===== src/rtl/mux_scan_ctrl.sv =====
// Scan sequencer for an external 8:1 selector: steps sel 0..7, waits SETTLE
// extra cycles per step, samples y_in and presents the rebuilt 8-bit word.
module mux_scan_ctrl #(
    parameter int unsigned SETTLE = 1
) (
    input  logic       clk,
    input  logic       rst_n,
    input  logic       start,
    input  logic       abort,
    input  logic       y_in,
    output logic [2:0] sel,
    output logic       busy,
    output logic       done,
    output logic [7:0] data
);

    localparam logic [0:0] IDLE = 1'b0;
    localparam logic [0:0] SCAN = 1'b1;

    localparam logic [3:0] SETTLE_CNT = 4'(SETTLE);

    logic [0:0] state;
    logic [3:0] wcnt;
    logic [7:0] shadow;

    always_ff @(posedge clk) begin
        if (!rst_n) begin
            state  <= IDLE;
            sel    <= '0;
            busy   <= 1'b0;
            done   <= 1'b0;
            data   <= '0;
            wcnt   <= '0;
            shadow <= '0;
        end else begin
            done <= 1'b0;
            case (state)
                IDLE: begin
                    if (start) begin
                        sel    <= '0;
                        wcnt   <= '0;
                        shadow <= '0;
                        busy   <= 1'b1;
                        state  <= SCAN;
                    end
                end
                SCAN: begin
                    if (abort) begin
                        state <= IDLE;
                        busy  <= 1'b0;
                        sel   <= '0;
                        wcnt  <= '0;
                    end else if (wcnt < SETTLE_CNT) begin
                        wcnt <= wcnt + 4'd1;
                    end else begin
                        shadow[sel] <= y_in;
                        wcnt        <= '0;
                        if (sel == 3'd7) begin
                            // shadow[7] is written this same edge, so take bit 7 straight from y_in
                            data  <= {y_in, shadow[6:0]};
                            done  <= 1'b1;
                            busy  <= 1'b0;
                            sel   <= '0;
                            state <= IDLE;
                        end else begin
                            sel <= sel + 3'd1;
                        end
                    end
                end
                default: begin
                    state <= IDLE;
                    busy  <= 1'b0;
                    sel   <= '0;
                    wcnt  <= '0;
                end
            endcase
        end
    end

endmodule

===== config.mk =====
export PLATFORM = sky130hd
export DESIGN_NAME = mux_scan_ctrl
export DESIGN_NICKNAME = d
export VERILOG_FILES = /design/src/rtl/mux_scan_ctrl.sv
export SDC_FILE = /design/constraint.sdc
export NUM_CORES = 1
export LEC_CHECK = 0
export CORE_UTILIZATION = 56
export CTS_CLUSTER_DIAMETER = 120
export CTS_CLUSTER_SIZE = 12
export DETAILED_ROUTE_END_ITERATION = 6
export GPL_ROUTABILITY_DRIVEN = 0
export PLACE_DENSITY = 0.85
export SLEW_MARGIN = 20
export SYNTH_ARGS = -nofsm -noshare
export SYNTH_HDL_FRONTEND = slang
export SYNTH_SLANG_ARGS = --single-unit

===== constraint.sdc =====
create_clock -name clk -period 3.5 [get_ports clk]
set_clock_uncertainty 0.2 [all_clocks]
set_input_delay 0.525 -clock clk [delete_from_list [all_inputs] [get_ports clk]]
set_output_delay 0.525 -clock clk [all_outputs]
set_load 0.02 [all_outputs]

Word level (Yosys, flattened, before mapping):

Index checks and enable logic that the tools add are counted.

* input bits: 5
* output and inout bits: 13
* bits in registers: 26

* equality and inequality tests: 6
* muxes and demuxes: 27
* bitwise logic cells: 4
* reduce and logical (&&, ||, !) cells: 6
* add/subtract/negate cells: 2
* $lt $le $gt $ge: 3

Operators by type and width (number)
* $mux W8: 3
* $pmux W8 S2: 1
* $mux W3: 4
* $mux W4: 3
* $mux W1: 10
* $bwmux W8: 1
* $pmux W4 S2: 1
* $ne A2 B2 Y1 const B: 3
* $pmux W3 S2: 1
* $reduce_and A3 Y1: 2
* $add A4 B1 Y4 const B: 1
* $lt A3 B4 Y1 const B: 1
* $lt A4 B1 Y1 const B: 1
* $not A1 Y1: 4
* $pmux W1 S2: 2
* $reduce_and A4 Y1: 1
* $reduce_or A4 Y1: 1
* $add A3 B1 Y3 const B: 1
* $demux W1 S3: 1
* $eq A3 B3 Y1 const B: 1
* $ge A3 B1 Y1 const B: 1
* $ne A3 B2 Y1 const B: 1
* $ne A3 B3 Y1 const B: 1
* $reduce_and A2 Y1: 1
* $logic_and A1 B1 Y1: 1

Longest topological paths before layout:

* depth after elaboration: 8
* gate-level depth with buffers: 7

Least setup slack after synthesis:

No wires, ideal clock.

* kind: reg-to-reg
* start point: register sel[2]
* end point: register shadow[4]
* period minus slack after synthesis: 1.742 ns
* required time: 3.168 ns
* library setup time: 0.132 ns
* cell stages (with the launch flop): 5
* data arrival time: 1.409 ns
* path buffers: 1
* setup slack: 1.758 ns
* path through: dfxtp_1 -> buf_6 -> or3b_1 -> a2111oi_2 -> o32ai_1

* word-level cells in the longest chain between the ends: 8
* elaborated cells between the ends (all ways): 9
* those cells by class: 2 x order compare; 6 x mux; 1 x reduce/logical

RTL lines
* start, declared: RTL line 11 `output logic [2:0] sel,`
* start signal, assigned: RTL line 66 `sel <= sel + 3'd1;`
* $lt A3 B4 Y1 (implied by the code) / $ge A3 B1 Y1 (equally long branches): RTL line 56 `shadow[sel] <= y_in;`
* $logic_and A1 B1 Y1 (implied by the code): RTL line 56
* $mux W1 (implied by the code): RTL line 56
* $demux W1 S3 (*): RTL line 56
* $bwmux W8 (*): RTL line 56
* $mux W8 (*): RTL line 53 `end else if (wcnt < SETTLE_CNT) begin`
* $mux W8 (*): RTL line 48 `if (abort) begin`
* $pmux W8 S2 (*): RTL line 37 `case (state)`
* end signal, assigned by index: RTL line 56
* end, declared: RTL line 24 `logic [7:0] shadow;`

Every way passes the cells marked *; elsewhere a longest branch is shown, timed or not. The select of a mux whose other input is x is not followed.
A chain may end at the register's enable or synchronous reset.

Worst setup path after layout:

* start point: register sel[0]
* end point: output port sel[0]

No word-level cell between the ends.

==> results.cfg <==
[worst_hold_path]
timing.hold.worst.start = data[1]$_SDFFE_PN0P_
worst_hold_stages = 2
endpoint_worst_hold = data[1]$_SDFFE_PN0P_
worstHoldPathType = reg2reg

[placement]
pre_cts_ws_ns = 1.11
dpl-instance-area_mm2 = 0.00133
dpl.hpwl_um = 1550
place.port_buffers = 17

[sta]
achievable-frequency_mhz = 418
slew-limit-headroom_pct = 45.1
fin_crit_sh_pct = 68.3
hold_slack_ns = 0.268
timing.final.max_slew_violations = 0
grt_setup_unrepaired = false
timing.final.setup_violations = 0
tightest_slew_ns = 0.820
fin_ws_ns = 1.11
timing.setup.tns_ns = 0
final-hold-violation-count = 0
post-route-min-period_ns = 2.39

[clocking]
cts-root-buf = sky130_fd_sc_hd__clkbuf_4
cts_tree = done
number_of_buffers_on_the_longest_clock_path = 2
post-cts-setup-buffer-count = 0
htree_num_levels = 1
clock_insertion_delay_worst_skew_ns = 0.31
clock-sinks = 25
tritoncts.num_buffers = 3
clk_transition_reported_paths_ns = 0.12
cts.repair.resized = 0
cts.hold.buffers_added = 0

[synthesis]
syn_nets = 137
synth_ff_type = sky130_fd_sc_hd__dfxtp_1
ys_seq_area_share_pct = 42.5
synth.avg_cell_area_um2 = 9.21
yosys-top-cells-area = sky130_fd_sc_hd__dfxtp_1, sky130_fd_sc_hd__mux2i_1, sky130_fd_sc_hd__nand2_1
synth_cell_type_count = 34
synth_edf_count = 0
synth_top_cell_by_area = sky130_fd_sc_hd__dfxtp_1
synth_seq_cells = 25
post-synth-top-area-fraction_pct = 42.5
post_synth_instance_area_mm2 = 0.00118
synth_cells = 128
synthesis.yosys.warnings = 0
postSynth.asyncResetShare_pct = 0

[pwr]
power_frac_clock_pct = 26.3
total_switching_power_uw = 113
p_int_uw = 355
power.combinational.fraction_pct = 10.9
power_uw = 468
pwr_density_cell_mw_per_mm2 = 346
p_leak_uw = 0.000515
max-vdd-ir-drop_uv = 254
power.switching_fraction_pct = 24.2
sequentialPowerShare_pct = 62.8

[routing]
dr_vias_cell = 5.88
drt_pass1_iterations = 4
wl_per_cell_um = 13.5
vias = 976
post-route-drc-count = 0
ant_nets = 0
route.final.wire_length_um = 2230
drt_iter0_drc = 28

[run_status]
status = completed

[layout]
num-nets-final = 149
syn2layout_area_growth_pct = 14.8
area_occupied_by_multi_input_gates_um2 = 596
layout_commonest_cell = sky130_fd_sc_hd__dfxtp_1
stdcell_area_mm2 = 0.00135
layout.filler_cells = 164
diodes = 0
ff_latch_area_um2 = 500
final_layout_size_suffix_gt1_share_pct = 5.04
most-common-layout-cells = sky130_fd_sc_hd__dfxtp_1, sky130_fd_sc_hd__nand2_1, sky130_fd_sc_hd__clkdlybuf4s50_1

[global_route]
grtUsageTotal_pct = 23.1
grt_remaining_overflow = 0
grt.met1_usage_pct = 29.5
grt_use_met2_pct = 39.2
vias_in_the_first_global_route = 929
grt-busiest-layer = met2
wire_length_of_the_first_global_routing_pass_um = 3800
initial_antenna_violation_count = 0
maximum_number_of_pins_on_one_net_before_global_route_repair = 28
met3_usage_pct = 2.64

[setup_path]
setup.worst_path.class = reg2out
cp_max_fo = 15
cp_cell_sequence = clkdlybuf4s50_1
cpMaxStageDelayCell = sky130_fd_sc_hd__clkdlybuf4s50_1
r2r_setup_slack_ns = 1.40
arrival_ns = 1.67
crit_path_end_kind = output port
path_buf_inv = 1
r2r_cells = 5
startpoint_types = flop
r2r-start = wcnt[0]$_SDFFE_PN0P_
critPathTopFamily = buffers and inverters
cpPeakStageDelay_ns = 0.71
crit_required_ns = 2.77
rr_endpoint = data[4]$_SDFFE_PN0P_

[die]
die-area_mm2 = 0.00229
floorplan.io_pins = 18
core_region_area_mm2 = 0.00196
initial_standard_cell_utilization_of_the_core_pct = 60.1
floorplan.rows = 16
dieHeight_um = 47.9
die_w_um = 47.9

[run]
max-cap-violations = 0
[area by class of cell]
cell class,instances,share of cell area [%]
inverter,5,1.39
sequential,25,37.0
timing repair buffer,18,13.1
tap,27,2.50
clock buffer,4,1.94
multi-input combinational,87,44.0
[per-stage QoR]
stage	util (%)	std cells
after global placement	67.6	162
after floorplan	-	128
after detailed placement	67.6	162
after global routing	68.9	166
final	68.9	166
after CTS	68.9	166
[power groups by stage]
stage | Clock (uW) | Sequential [uW] | Combinational, uW
final | 123 | 294 | 50.9
after global placement | 0 | 299 | 48.4
after CTS | 126 | 293 | 50.8
after floorplan | 0 | 298 | 38.1
after detailed placement | 0 | 300 | 50.4
after global routing | 142 | 294 | 56.3
[cells by family (layout without fill, tap and decap cells)]
| logic type | after synthesis | in the layout | synth area share (%) |
|---|---|---|---|
| AND/OR/NAND/NOR | 49 | 49 | 22.3 |
| flip-flops | 25 | 25 | 42.5 |
| AO/OA/AOI/OAI | 23 | 23 | 14.8 |
| buffers and inverters | 16 | 27 | 7.01 |
| multiplexers | 10 | 10 | 8.49 |
| adder cells (fa/ha/maj) | 4 | 4 | 4.25 |
| XOR/XNOR | 1 | 1 | 0.743 |
[flip-flops by register name, indices dropped and copies added (netlist names)]
name / cells
sel: 3
wcnt: 4
done: 1
shadow: 7
data: 8
state: 1
busy: 1
[metal layers]
metal,wire (um),vias up
met2,1120,33
li1,-,483
met1,993,456
met3,106,4
met4,10,0
met5,0,-
[synthesized netlist by cell type, types with 2 or more instances]
| cell type | count |
|---|---|
| sky130_fd_sc_hd__dfxtp_1 | 25 |
| sky130_fd_sc_hd__nand2_1 | 22 |
| sky130_fd_sc_hd__mux2i_1 | 10 |
| sky130_fd_sc_hd__o22ai_1 | 8 |
| sky130_fd_sc_hd__a2111oi_0 | 5 |
| sky130_fd_sc_hd__clkbuf_1 | 5 |
| sky130_fd_sc_hd__inv_1 | 5 |
| sky130_fd_sc_hd__ha_1 | 4 |
| sky130_fd_sc_hd__nand3b_1 | 4 |
| sky130_fd_sc_hd__or3b_1 | 4 |
| sky130_fd_sc_hd__buf_2 | 3 |
| sky130_fd_sc_hd__nand3_1 | 3 |
| sky130_fd_sc_hd__nor2_1 | 3 |
| sky130_fd_sc_hd__nor3_1 | 3 |
| sky130_fd_sc_hd__buf_6 | 2 |
| sky130_fd_sc_hd__nor2b_1 | 2 |
| sky130_fd_sc_hd__o21ai_0 | 2 |
| sky130_fd_sc_hd__o32ai_1 | 2 |
[worst max-delay path by stage]
stage,startpoint,to,slack (ns),cells after the start
floorplan,sel[2]$_SDFFE_PN0P_,shadow[4]$_SDFFE_PN0P_,1.76,4
detailed placement,start,wcnt[1]$_SDFFE_PN0P_,1.11,4
global placement,start,wcnt[1]$_SDFFE_PN0P_,1.16,4
finish,sel[0]$_SDFFE_PN0P_,sel[0],1.11,1
CTS,sel[0]$_SDFFE_PN0P_,sel[0],1.12,1
global route,sel[0]$_SDFFE_PN0P_,sel[0],1.04,1
Note: power is estimated with default switching activity, not from simulation.
